--- src/rtl/imu_stat_mon.sv ---
// rtl/imu_stat_mon.sv - per-channel IMU window min/max/sum monitor with overflow, stall and channel-error flags
// Optional |sample| range checker is compiled in with IMU_STAT_MON_RANGE_CHK_EN.
module imu_stat_mon #(
  parameter int DATA_WIDTH = 16,
  parameter int NUM_CH     = 3,
  parameter int SEQ_LEN    = 16,
  parameter int TIMEOUT    = 1024,
`ifdef IMU_STAT_MON_RANGE_CHK_EN
  parameter int RANGE_LIM  = 16000,
`endif
  localparam int CW = (NUM_CH > 1) ? $clog2(NUM_CH) : 1,
  localparam int FW = $clog2(SEQ_LEN),
  localparam int SW = DATA_WIDTH + FW
) (
  input  logic                  clk,
  input  logic                  rst,
  input  logic [DATA_WIDTH-1:0] imu_data,
  input  logic [CW-1:0]         imu_ch,
  input  logic                  imu_valid,
  output logic                  stat_valid,
  input  logic                  stat_ready,
  output logic [CW-1:0]         stat_ch,
  output logic [DATA_WIDTH-1:0] stat_min,
  output logic [DATA_WIDTH-1:0] stat_max,
  output logic [SW-1:0]         stat_sum,
  output logic [15:0]           stat_seq,
  output logic [31:0]           sample_count,
  output logic                  ovf_flag,
  output logic                  stall_flag,
`ifdef IMU_STAT_MON_RANGE_CHK_EN
  output logic                  range_err,
  output logic [15:0]           range_cnt,
`endif
  output logic                  err_ch_flag
);

  localparam int              IW        = $clog2(TIMEOUT + 1);
  localparam logic [CW:0]     NUM_CH_L  = (CW + 1)'(NUM_CH);
  localparam logic [FW-1:0]   LAST_FILL = FW'(SEQ_LEN - 1);
  localparam logic [IW-1:0]   TIMEOUT_L = IW'(TIMEOUT);

  logic        [FW-1:0]         fill_q [NUM_CH];
  logic signed [DATA_WIDTH-1:0] min_q  [NUM_CH];
  logic signed [DATA_WIDTH-1:0] max_q  [NUM_CH];
  logic signed [SW-1:0]         sum_q  [NUM_CH];

  logic                         stat_valid_q, stat_valid_d;
  logic        [CW-1:0]         stat_ch_q;
  logic signed [DATA_WIDTH-1:0] stat_min_q, stat_max_q;
  logic signed [SW-1:0]         stat_sum_q;
  logic        [15:0]           stat_seq_q, seq_next_q;
  logic        [31:0]           count_q, count_d;
  logic        [IW-1:0]         idle_q, idle_d;
  logic                         ovf_q, ovf_d;
  logic                         stall_q, stall_d;
  logic                         err_q, err_d;

  logic                         ch_ok, accept, first, win_done, load, drop;
  logic signed [DATA_WIDTH-1:0] sample, cur_min, cur_max, upd_min, upd_max;
  logic signed [SW-1:0]         sample_ext, cur_sum, upd_sum;
  logic        [FW-1:0]         cur_fill, upd_fill;

  assign sample = imu_data;

  always_comb begin
    ch_ok      = ({1'b0, imu_ch} < NUM_CH_L);
    accept     = imu_valid && ch_ok;
    cur_fill   = fill_q[imu_ch];
    cur_min    = min_q[imu_ch];
    cur_max    = max_q[imu_ch];
    cur_sum    = sum_q[imu_ch];
    sample_ext = {{(SW - DATA_WIDTH){sample[DATA_WIDTH-1]}}, sample};
    first      = (cur_fill == '0);
    upd_min    = (first || (sample < cur_min)) ? sample : cur_min;
    upd_max    = (first || (sample > cur_max)) ? sample : cur_max;
    upd_sum    = first ? sample_ext : (cur_sum + sample_ext);
    upd_fill   = (cur_fill == LAST_FILL) ? '0 : (cur_fill + 1'b1);
    win_done   = accept && (cur_fill == LAST_FILL);
    // A slot frees up in the same cycle the pending record is taken.
    load       = win_done && (!stat_valid_q || stat_ready);
    drop       = win_done && stat_valid_q && !stat_ready;
  end

  always_comb begin
    stat_valid_d = stat_valid_q;
    if (load) begin
      stat_valid_d = 1'b1;
    end else if (stat_valid_q && stat_ready) begin
      stat_valid_d = 1'b0;
    end

    count_d = count_q;
    if (accept && (count_q != 32'hFFFF_FFFF)) begin
      count_d = count_q + 32'd1;
    end

    idle_d = idle_q;
    if (accept) begin
      idle_d = '0;
    end else if (idle_q != TIMEOUT_L) begin
      idle_d = idle_q + 1'b1;
    end

    ovf_d   = ovf_q | drop;
    stall_d = stall_q | (idle_d == TIMEOUT_L);
    err_d   = err_q | (imu_valid && !ch_ok);
  end

  always_ff @(posedge clk or posedge rst) begin
    if (rst) begin
      for (int i = 0; i < NUM_CH; i++) begin
        fill_q[i] <= '0;
        min_q[i]  <= '0;
        max_q[i]  <= '0;
        sum_q[i]  <= '0;
      end
      stat_valid_q <= 1'b0;
      stat_ch_q    <= '0;
      stat_min_q   <= '0;
      stat_max_q   <= '0;
      stat_sum_q   <= '0;
      stat_seq_q   <= '0;
      seq_next_q   <= '0;
      count_q      <= '0;
      idle_q       <= '0;
      ovf_q        <= 1'b0;
      stall_q      <= 1'b0;
      err_q        <= 1'b0;
    end else begin
      if (accept) begin
        fill_q[imu_ch] <= upd_fill;
        min_q[imu_ch]  <= upd_min;
        max_q[imu_ch]  <= upd_max;
        sum_q[imu_ch]  <= upd_sum;
      end
      if (load) begin
        stat_ch_q  <= imu_ch;
        stat_min_q <= upd_min;
        stat_max_q <= upd_max;
        stat_sum_q <= upd_sum;
        stat_seq_q <= seq_next_q;
        seq_next_q <= seq_next_q + 16'd1;
      end
      stat_valid_q <= stat_valid_d;
      count_q      <= count_d;
      idle_q       <= idle_d;
      ovf_q        <= ovf_d;
      stall_q      <= stall_d;
      err_q        <= err_d;
    end
  end

  assign stat_valid   = stat_valid_q;
  assign stat_ch      = stat_ch_q;
  assign stat_min     = stat_min_q;
  assign stat_max     = stat_max_q;
  assign stat_sum     = stat_sum_q;
  assign stat_seq     = stat_seq_q;
  assign sample_count = count_q;
  assign ovf_flag     = ovf_q;
  assign stall_flag   = stall_q;
  assign err_ch_flag  = err_q;

`ifdef IMU_STAT_MON_RANGE_CHK_EN
  localparam int            AW          = DATA_WIDTH + 1;
  localparam logic [AW-1:0] RANGE_LIM_L = AW'(RANGE_LIM);

  logic [AW-1:0] sample_sx, abs_mag;
  logic          range_hit;
  logic          range_err_q, range_err_d;
  logic [15:0]   range_cnt_q, range_cnt_d;

  always_comb begin
    // One extra bit so the magnitude of the most negative sample fits.
    sample_sx   = {sample[DATA_WIDTH-1], sample};
    abs_mag     = sample_sx[AW-1] ? (~sample_sx + 1'b1) : sample_sx;
    range_hit   = accept && (abs_mag > RANGE_LIM_L);
    range_err_d = range_err_q | range_hit;
    range_cnt_d = range_cnt_q;
    if (range_hit && (range_cnt_q != 16'hFFFF)) begin
      range_cnt_d = range_cnt_q + 16'd1;
    end
  end

  always_ff @(posedge clk or posedge rst) begin
    if (rst) begin
      range_err_q <= 1'b0;
      range_cnt_q <= '0;
    end else begin
      range_err_q <= range_err_d;
      range_cnt_q <= range_cnt_d;
    end
  end

  assign range_err = range_err_q;
  assign range_cnt = range_cnt_q;
`endif

endmodule

--- config.mk ---
export PLATFORM = sky130hd
export DESIGN_NAME = imu_stat_mon
export DESIGN_NICKNAME = d
export VERILOG_FILES = /design/src/rtl/imu_stat_mon.sv
export SDC_FILE = /design/constraint.sdc
export NUM_CORES = 1
export LEC_CHECK = 0
export ABC_AREA = 1
export CORE_MARGIN = 1
export CORE_UTILIZATION = 55
export CTS_BUF_LIST = sky130_fd_sc_hd__clkbuf_8
export DETAILED_ROUTE_END_ITERATION = 10
export PLACE_DENSITY = 0.89
export SYNTH_ARGS = -nofsm -noshare
export SYNTH_HDL_FRONTEND = slang
export SYNTH_SLANG_ARGS = --single-unit
--- constraint.sdc ---
create_clock -name clk -period 10.5 [get_ports clk]
set_clock_uncertainty 0.05 [all_clocks]
set_input_delay 2.1 -clock clk [delete_from_list [all_inputs] [get_ports clk]]
set_output_delay 2.1 -clock clk [all_outputs]
set_load 0.02 [all_outputs]
Word-level counts from Yosys, hierarchy flattened:

Index checks and enable logic that the tools add are counted.

* register bits: 301
* latch bits: 0
* memory bits (writable): 0
* bits in read-only memories: 0
* input bits: 22
* output and inout bits: 106
* word-level logic and storage cells: 89
* memories kept: 0

* $add $sub $neg: 5
* multipliers: 0
* div/mod/pow operators: 0
* $lt $le $gt $ge: 5
* eq/ne operators: 4
* shifts and indexed selects: 0
* mux-type cells: 30
* bitwise gates (word level): 4
* reductions and logical operators: 17

Operators with widths (count)
* two-way mux 16 bit: 7
* bitwise mux 48 bit: 2
* two-way mux 20 bit: 4
* binary-select mux 16 bit (select 2 bit): 2
* bitwise mux 60 bit: 1
* binary-select mux 20 bit (select 2 bit): 1
* demux 20 bit (select 2 bit): 1
* adder 32 x 1 -> 32 bit (second input constant): 1
* demux 16 bit (select 2 bit): 1
* != test 32 bit (second input constant): 1
* two-way mux 11 bit: 2
* adder 20 x 16 -> 20 bit: 1
* adder 16 x 1 -> 16 bit (second input constant): 1
* > comparator 16 bit: 1
* < comparator 16 bit: 1
* two-way mux 4 bit: 4
* bitwise mux 12 bit: 1
* adder 11 x 1 -> 11 bit (second input constant): 1
* equality test 11 bit (second input constant): 1
* != test 11 bit (second input constant): 1
* logical AND 1 bit: 9
* binary-select mux 4 bit (select 2 bit): 1
* demux 4 bit (select 2 bit): 1
* adder 4 x 1 -> 4 bit (second input constant): 1
* 11 further kinds: 18

Logic depth before layout (Yosys ltp):

* depth in word-level cells: 9
* mapped depth: 23
* mapped depth without buffers: 21

Least setup slack after synthesis:

Ideal clock, no wire load.

* path kind: input port to flip-flop
* start: input port imu_ch[0]
* end: register sum_q[36] in the netlist's numbering
* arrival time: 4.918 ns
* required time: 10.318 ns
* path slack: 5.400 ns
* cell stages on the path: 22
* path buffers: 3
* path through: inv_2 > nand2_2 > inv_2 > clkbuf_1 > clkbuf_1 > buf_2 > nand2_1 > nand2_1 > ha_1 > inv_1 > fa_1 > inv_1 > nand2_1 > o21ai_0 > nand4_1 > nand3_1 > nand2_1 > nand3_1 > xor2_1 > o21ai_1 > nand2_1 > o21ai_0

* cells in the longest elaborated chain, start to end: 7
* elaborated cells on any way between the ends: 18
* classes of those cells: 1 x add/sub; 3 x order compare; 10 x mux; 1 x bitwise; 3 x reduce/logical

RTL lines
* start: declaration: RTL line 18 `input logic [CW-1:0] imu_ch,`
* inverter 2 -> 3 bit (implied by the code): RTL line 68, 71, 134
* binary-select mux 20 bit (select 2 bit) / binary-select mux 4 bit (select 2 bit) (equally long branches): RTL line 71, 68
* two-way mux 20 bit (implied by the code) / two-way mux 4 bit (equally long branches) (2 in a row): RTL line 71, 68
* adder 20 x 16 -> 20 bit / logical NOT 4 bit (equally long branches): RTL line 76, 73
* two-way mux 20 bit: RTL line 76 `upd_sum = first ? sample_ext : (cur_sum + sample_ext);`
* bitwise mux 60 bit: RTL line 134 `sum_q[imu_ch] <= upd_sum;`
* end signal: indexed assignment: RTL line 134
* end: declaration: RTL line 45 `logic signed [SW-1:0] sum_q [NUM_CH];`

Several ways; a longest one is shown, not always the timed one. The select of a mux whose other input is x is not followed.
A chain may end at the register's enable or synchronous reset.

Final worst setup path:

* start: input port imu_ch[1]
* end: register max_q[11] in the netlist's numbering

* cells in the longest elaborated chain, start to end: 8
* elaborated cells on any way between the ends: 19
* classes of those cells: 4 x order compare; 10 x mux; 1 x bitwise; 4 x reduce/logical

RTL lines
* inverter 2 -> 3 bit (implied by the code): RTL line 68, 70, 133
* binary-select mux 16 bit (select 2 bit) / binary-select mux 4 bit (select 2 bit) (equally long branches): RTL line 70, 68
* two-way mux 16 bit (implied by the code) / two-way mux 4 bit (equally long branches) (2 in a row): RTL line 70, 68
* > comparator 16 bit / logical NOT 4 bit (equally long branches): RTL line 75, 73
* logical OR 1 bit: RTL line 75 `upd_max = (first || (sample > cur_max)) ? sample : cur_max;`
* two-way mux 16 bit: RTL line 75
* bitwise mux 48 bit: RTL line 133 `max_q[imu_ch] <= upd_max;`
* end signal: indexed assignment: RTL line 133
* end: declaration: RTL line 44 `logic signed [DATA_WIDTH-1:0] max_q [NUM_CH];`

Several ways; a longest one is shown, not always the timed one. The select of a mux whose other input is x is not followed.

==> flow_summary.html <==
<table>
<tr><th>Metric</th><th>Value</th></tr>
<tr><th colspan="2">Floorplan</th></tr>
<tr><td>Initial core utilization</td><td>a little under three fifths</td></tr>
<tr><td>I/O Pins</td><td>between 100 and 150</td></tr>
<tr><td>Area of the placeable core</td><td>roughly 28000 µm²</td></tr>
<tr><td>Number of rows created at floorplan</td><td>61</td></tr>
<tr><td>Overall die area</td><td>a little under 30000 µm²</td></tr>
<tr><td>Die boundary width</td><td>around 170 µm</td></tr>
<tr><td>Vert. Die Dim</td><td>about 170 µm</td></tr>
<tr><th colspan="2">STA</th></tr>
<tr><td>Count of endpoints failing hold in the final timing report</td><td>0</td></tr>
<tr><td>Final setup vio count</td><td>0</td></tr>
<tr><td>Least-Margin Pin Slew</td><td>roughly 1100 ps</td></tr>
<tr><td>Count of pins over their slew limit</td><td>0</td></tr>
<tr><td>Worst setup margin</td><td>roughly 4300 ps</td></tr>
<tr><td>Headroom to the max-slew limit</td><td>between 20% and 30%</td></tr>
<tr><td>Tightest hold margin</td><td>approximately 430 ps</td></tr>
<tr><td>Post-route minimum period</td><td>~6200 ps</td></tr>
<tr><td>Fin crit share</td><td>roughly 60%</td></tr>
<tr><td>RSZ-0062 raised after global routing</td><td>no</td></tr>
<tr><td>Highest attainable clock frequency</td><td>between 150 and 200 MHz</td></tr>
<tr><td>Post-Route Setup TNS</td><td>0 ps</td></tr>
<tr><th colspan="2">Global route</th></tr>
<tr><td>Total global routing track utilization</td><td>a little under a third</td></tr>
<tr><td>Total overflow reported by the global router</td><td>0</td></tr>
<tr><td>Global-route wire length before repair</td><td>around 72000 µm</td></tr>
<tr><td>Number of global-route vias before repair</td><td>between 10000 and 15000</td></tr>
<tr><td>Initial antenna violation count</td><td>1</td></tr>
<tr><td>Largest net degree at the start of global routing</td><td>around 160</td></tr>
<tr><th colspan="2">Power and ir drop</th></tr>
<tr><td>Leakage</td><td>slightly above 9 nW</td></tr>
<tr><td>Power Dens Cells</td><td>214 nW/µm²</td></tr>
<tr><td>Peak supply drop</td><td>0.163 mV</td></tr>
<tr><th colspan="2">Worst setup path</th></tr>
<tr><td>Count of cells along the worst register-to-register path</td><td>12</td></tr>
<tr><td>Max stage delay on crit path</td><td>850 ps</td></tr>
<tr><td>Number of buffer and inverter stages on the critical path</td><td>3</td></tr>
<tr><td>Cell type of the slowest stage on the worst timing path</td><td>inv_2</td></tr>
<tr><td>Worst endpoint data arrival time</td><td>6670 ps</td></tr>
<tr><td>Capture instance of the worst register-to-register path</td><td>max_q[11]$_DFFE_PP0P_</td></tr>
<tr><td>Launch point of the worst reg-to-reg path</td><td>max_q[11]$_DFFE_PP0P_</td></tr>
<tr><td>Maximum fanout encountered on the critical timing path</td><td>50</td></tr>
<tr><td>Worst Setup Path Type</td><td>primary input to flip-flop</td></tr>
<tr><td>Top Family by Delay on Critical Path</td><td>simple AND/OR/NAND/NOR gates</td></tr>
<tr><td>Startpoint Class</td><td>primary input</td></tr>
<tr><td>R2R setup slack</td><td>7040 ps</td></tr>
<tr><td>Cell Chain, Critical Path</td><td>clkdlybuf4s50_1, nand2_2, inv_2, a22o_1, a21oi_1, ha_1, nand2_1, inv_1, nand3_1, nor3_1, nand2_1, nand2_1, nor2_1, o21ai_4, nand2_2, nand2_1, nand3_1, nand2_1</td></tr>
<tr><td>Worst path most repeated cell</td><td>nand2_1</td></tr>
<tr><td>Kind of end point of the critical path</td><td>flip-flop</td></tr>
<tr><td>Worst path required time</td><td>10980 ps</td></tr>
<tr><th colspan="2">Detailed routing</th></tr>
<tr><td>Via-per-instance ratio</td><td>around 5.9</td></tr>
<tr><td>Routed WL</td><td>44600 µm</td></tr>
<tr><td>Number of antenna-violating nets in the routed design</td><td>0</td></tr>
<tr><td>Pre-Repair DR Iteration Count</td><td>6</td></tr>
<tr><td>Starting DRC count in detailed routing</td><td>approximately 1800</td></tr>
<tr><td>DR DRC count</td><td>0</td></tr>
<tr><td>WL per Instance</td><td>~18 µm</td></tr>
<tr><td>Routed via count</td><td>between 10000 and 15000</td></tr>
<tr><th colspan="2">Min path</th></tr>
<tr><td>Hold Path Sink</td><td>fill_q[5]$_DFFE_PP0P_</td></tr>
<tr><td>Source of the worst hold timing path</td><td>fill_q[5]$_DFFE_PP0P_</td></tr>
<tr><td>Number of instances on the worst hold path</td><td>2</td></tr>
<tr><td>Type of the worst min-delay path</td><td>flip-flop to flip-flop</td></tr>
<tr><th colspan="2">Logic synthesis</th></tr>
<tr><td>Most frequently used cell type in the post-synthesis netlist</td><td>nand2_1</td></tr>
<tr><td>Number of enable-type register cells in the synthesized netlist</td><td>0</td></tr>
<tr><td>Mapped Nets</td><td>approximately 2000</td></tr>
<tr><td>Cell count after synthesis</td><td>around 1900</td></tr>
<tr><td>Flip-flop cell with the highest count after synthesis</td><td>dfrtp_1</td></tr>
<tr><td>Most area-consuming cells after synthesis</td><td>dfrtp_1, nand2_1, nand3_1</td></tr>
<tr><td>Mean Syn Cell Area</td><td>roughly 8 µm²</td></tr>
<tr><td>Share of the yosys chip area belonging to registers</td><td>~48%</td></tr>
<tr><td>Largest area contributor in the synthesized netlist</td><td>dfrtp_1</td></tr>
<tr><td>Flip-flop and latch count after synthesis</td><td>roughly 300</td></tr>
<tr><td>Post-synth top area share</td><td>~48%</td></tr>
<tr><td>Post-synthesis cell type count</td><td>about 50</td></tr>
<tr><td>Most used standard cells in the synthesized netlist</td><td>nand2_1, dfrtp_1, nand3_1</td></tr>
<tr><td>Synth Cell Area</td><td>approximately 16000 µm²</td></tr>
<tr><td>Async set-or-reset flop fraction in the synthesized netlist</td><td>100%</td></tr>
<tr><td>Synthesis Warnings</td><td>0</td></tr>
<tr><th colspan="2">CTS</th></tr>
<tr><td>Post-CTS clock slew at the launch and capture registers of the worst setup and hold paths</td><td>70 ps</td></tr>
<tr><td>Master cell of the clock root buffer</td><td>clkbuf_8</td></tr>
<tr><td>CTS H-Tree Depth</td><td>2</td></tr>
<tr><td>Clock insertion delay at the later pin of the skew report</td><td>~600 ps</td></tr>
<tr><td>Hold_buf cts</td><td>0</td></tr>
<tr><td>TritonCTS Sinks</td><td>~300</td></tr>
<tr><td>TritonCTS clock tree</td><td>built</td></tr>
<tr><td>Max Buffers Root-to-Sink</td><td>3</td></tr>
<tr><td>Setup repair bufs after CTS</td><td>0</td></tr>
<tr><td>Number of buffers created by CTS</td><td>~50</td></tr>
<tr><td>Number of resized instances in the post-cts repair step</td><td>0</td></tr>
<tr><th colspan="2">Layout</th></tr>
<tr><td>Reg area</td><td>between 7000 and 8000 µm²</td></tr>
<tr><td>Final #Nets</td><td>around 2100</td></tr>
<tr><td>Filler Cells Inserted</td><td>2180</td></tr>
<tr><td>Number of diodes added for antenna fixing</td><td>0</td></tr>
<tr><td>Layout Area Growth over Synthesis</td><td>17.2%</td></tr>
<tr><td>Area of the multi-input gates</td><td>7200 µm²</td></tr>
<tr><td>Layout cells sized above 1</td><td>7.21%</td></tr>
<tr><th colspan="2">Placement</th></tr>
<tr><td>Post-DP HPWL</td><td>28300 µm</td></tr>
<tr><td>Pre-CTS setup slack</td><td>roughly 3900 ps</td></tr>
<tr><td>Buffers added on ports</td><td>127</td></tr>
<tr><td>RD Place Congestion</td><td>approximately 0.94</td></tr>
<tr><th colspan="2">Outcome</th></tr>
<tr><td>Outcome</td><td>finished clean</td></tr>
<tr><th colspan="2">Job</th></tr>
<tr><td>Number of max-cap violations</td><td>0</td></tr>
</table>
[worst register-to-register path, stage by stage, from the launching register on]
cell and delay, ps:
dfrtp_1 390, a22o_1 200, a21oi_1 360, ha_1 330
a21oi_1 150, o21ai_0 110, a21oi_1 170, a21boi_0 170
o21ai_4 520, nand2_2 410, nand2_1 250, nand3_1 140
nand2_1 140
[flip-flops by register name (all words and copies together), names as in the netlist, 2 cells and up]
register,flops
stat_sum,20
max_q,48
seq_next_q,16
min_q,48
stat_min,16
sample_count,32
sum_q,60
stat_seq,16
stat_ch,2
idle_q,11
fill_q,12
stat_max,16
[layout by cell type, fill, tap and decap left out, drive strengths merged, types with 35 or more instances in the layout]
master / n
nand2: 652
inv: 147
clkdlybuf4s50: 127
nand3: 195
clkbuf: 61
ha: 56
o21ai: 116
a21oi: 71
nor2: 76
dfrtp: 301
nand4: 35
[worst max path at each step]
| stage | startpoint | end | slack (ps) | cells after the start |
|---|---|---|---|---|
| final | imu_ch[1] | max_q[11]$_DFFE_PP0P_ | 4310 | 18 |
| after global routing | imu_ch[1] | max_q[11]$_DFFE_PP0P_ | 4090 | 15 |
| after CTS | imu_ch[1] | max_q[11]$_DFFE_PP0P_ | 4510 | 18 |
| after detailed placement | imu_ch[1] | max_q[30]$_DFFE_PP0P_ | 3910 | 18 |
| after global placement | imu_ch[1] | stat_max[0]$_DFFE_PP0P_ | 4060 | 18 |
| after floorplan | rst | err_ch_flag$_DFF_PP0_ | 30 | 1 |
[cell type report]
cell class              count  share of cell area, %
inverters                 138                   2.88
well taps                 378                   2.59
clock buffers              61                   4.60
repair buffers            138                   7.48
clock inverters            26                   1.76
flip-flops and latches    301                   41.2
multi-input cells        1375                   39.4
[layer usage]
layer | GRT usage (%) | vias to the layer above | wire length [µm]
met3 | 8.58 | 204 | 5000
met1 | 40.5 | 6807 | 17600
li1 | - | 6508 | -
met4 | 16.5 | 2 | 2140
met5 | 0 | - | 11
met2 | 48.9 | 848 | 19900
[through the flow]
step           total power, mW  instance area (µm²)  std cells  util, %
5_1_grt                   4.12                18300       2417     65.6
2_1_floorplan             2.38                15600       1892        -
6_report                  3.91                18300       2417     65.6
3_3_place_gp              2.62                17100       2330     61.4
3_5_place_dp              2.68                17100       2330     61.4
4_1_cts                   3.89                18300       2417     65.6
[kinds of logic (layout without fill, tap and decap cells)]
kind of cell | count (synthesis) | in the layout | synth area share [%]
simple gates | 1002 | 1002 | 28.2
xor+xnor | 52 | 52 | 2.92
buf+inv | 216 | 363 | 5.60
compound gates | 264 | 264 | 10.3
flops | 301 | 301 | 48.3
fa+ha+maj | 57 | 57 | 4.63
[power by group]
group,internal [mW],switching [mW]
combinational,0.378,0.764
sequential,1.41,0.151
clock,0.720,0.485
total,2.51,1.40
Note: power is estimated with default switching activity, not from simulation.
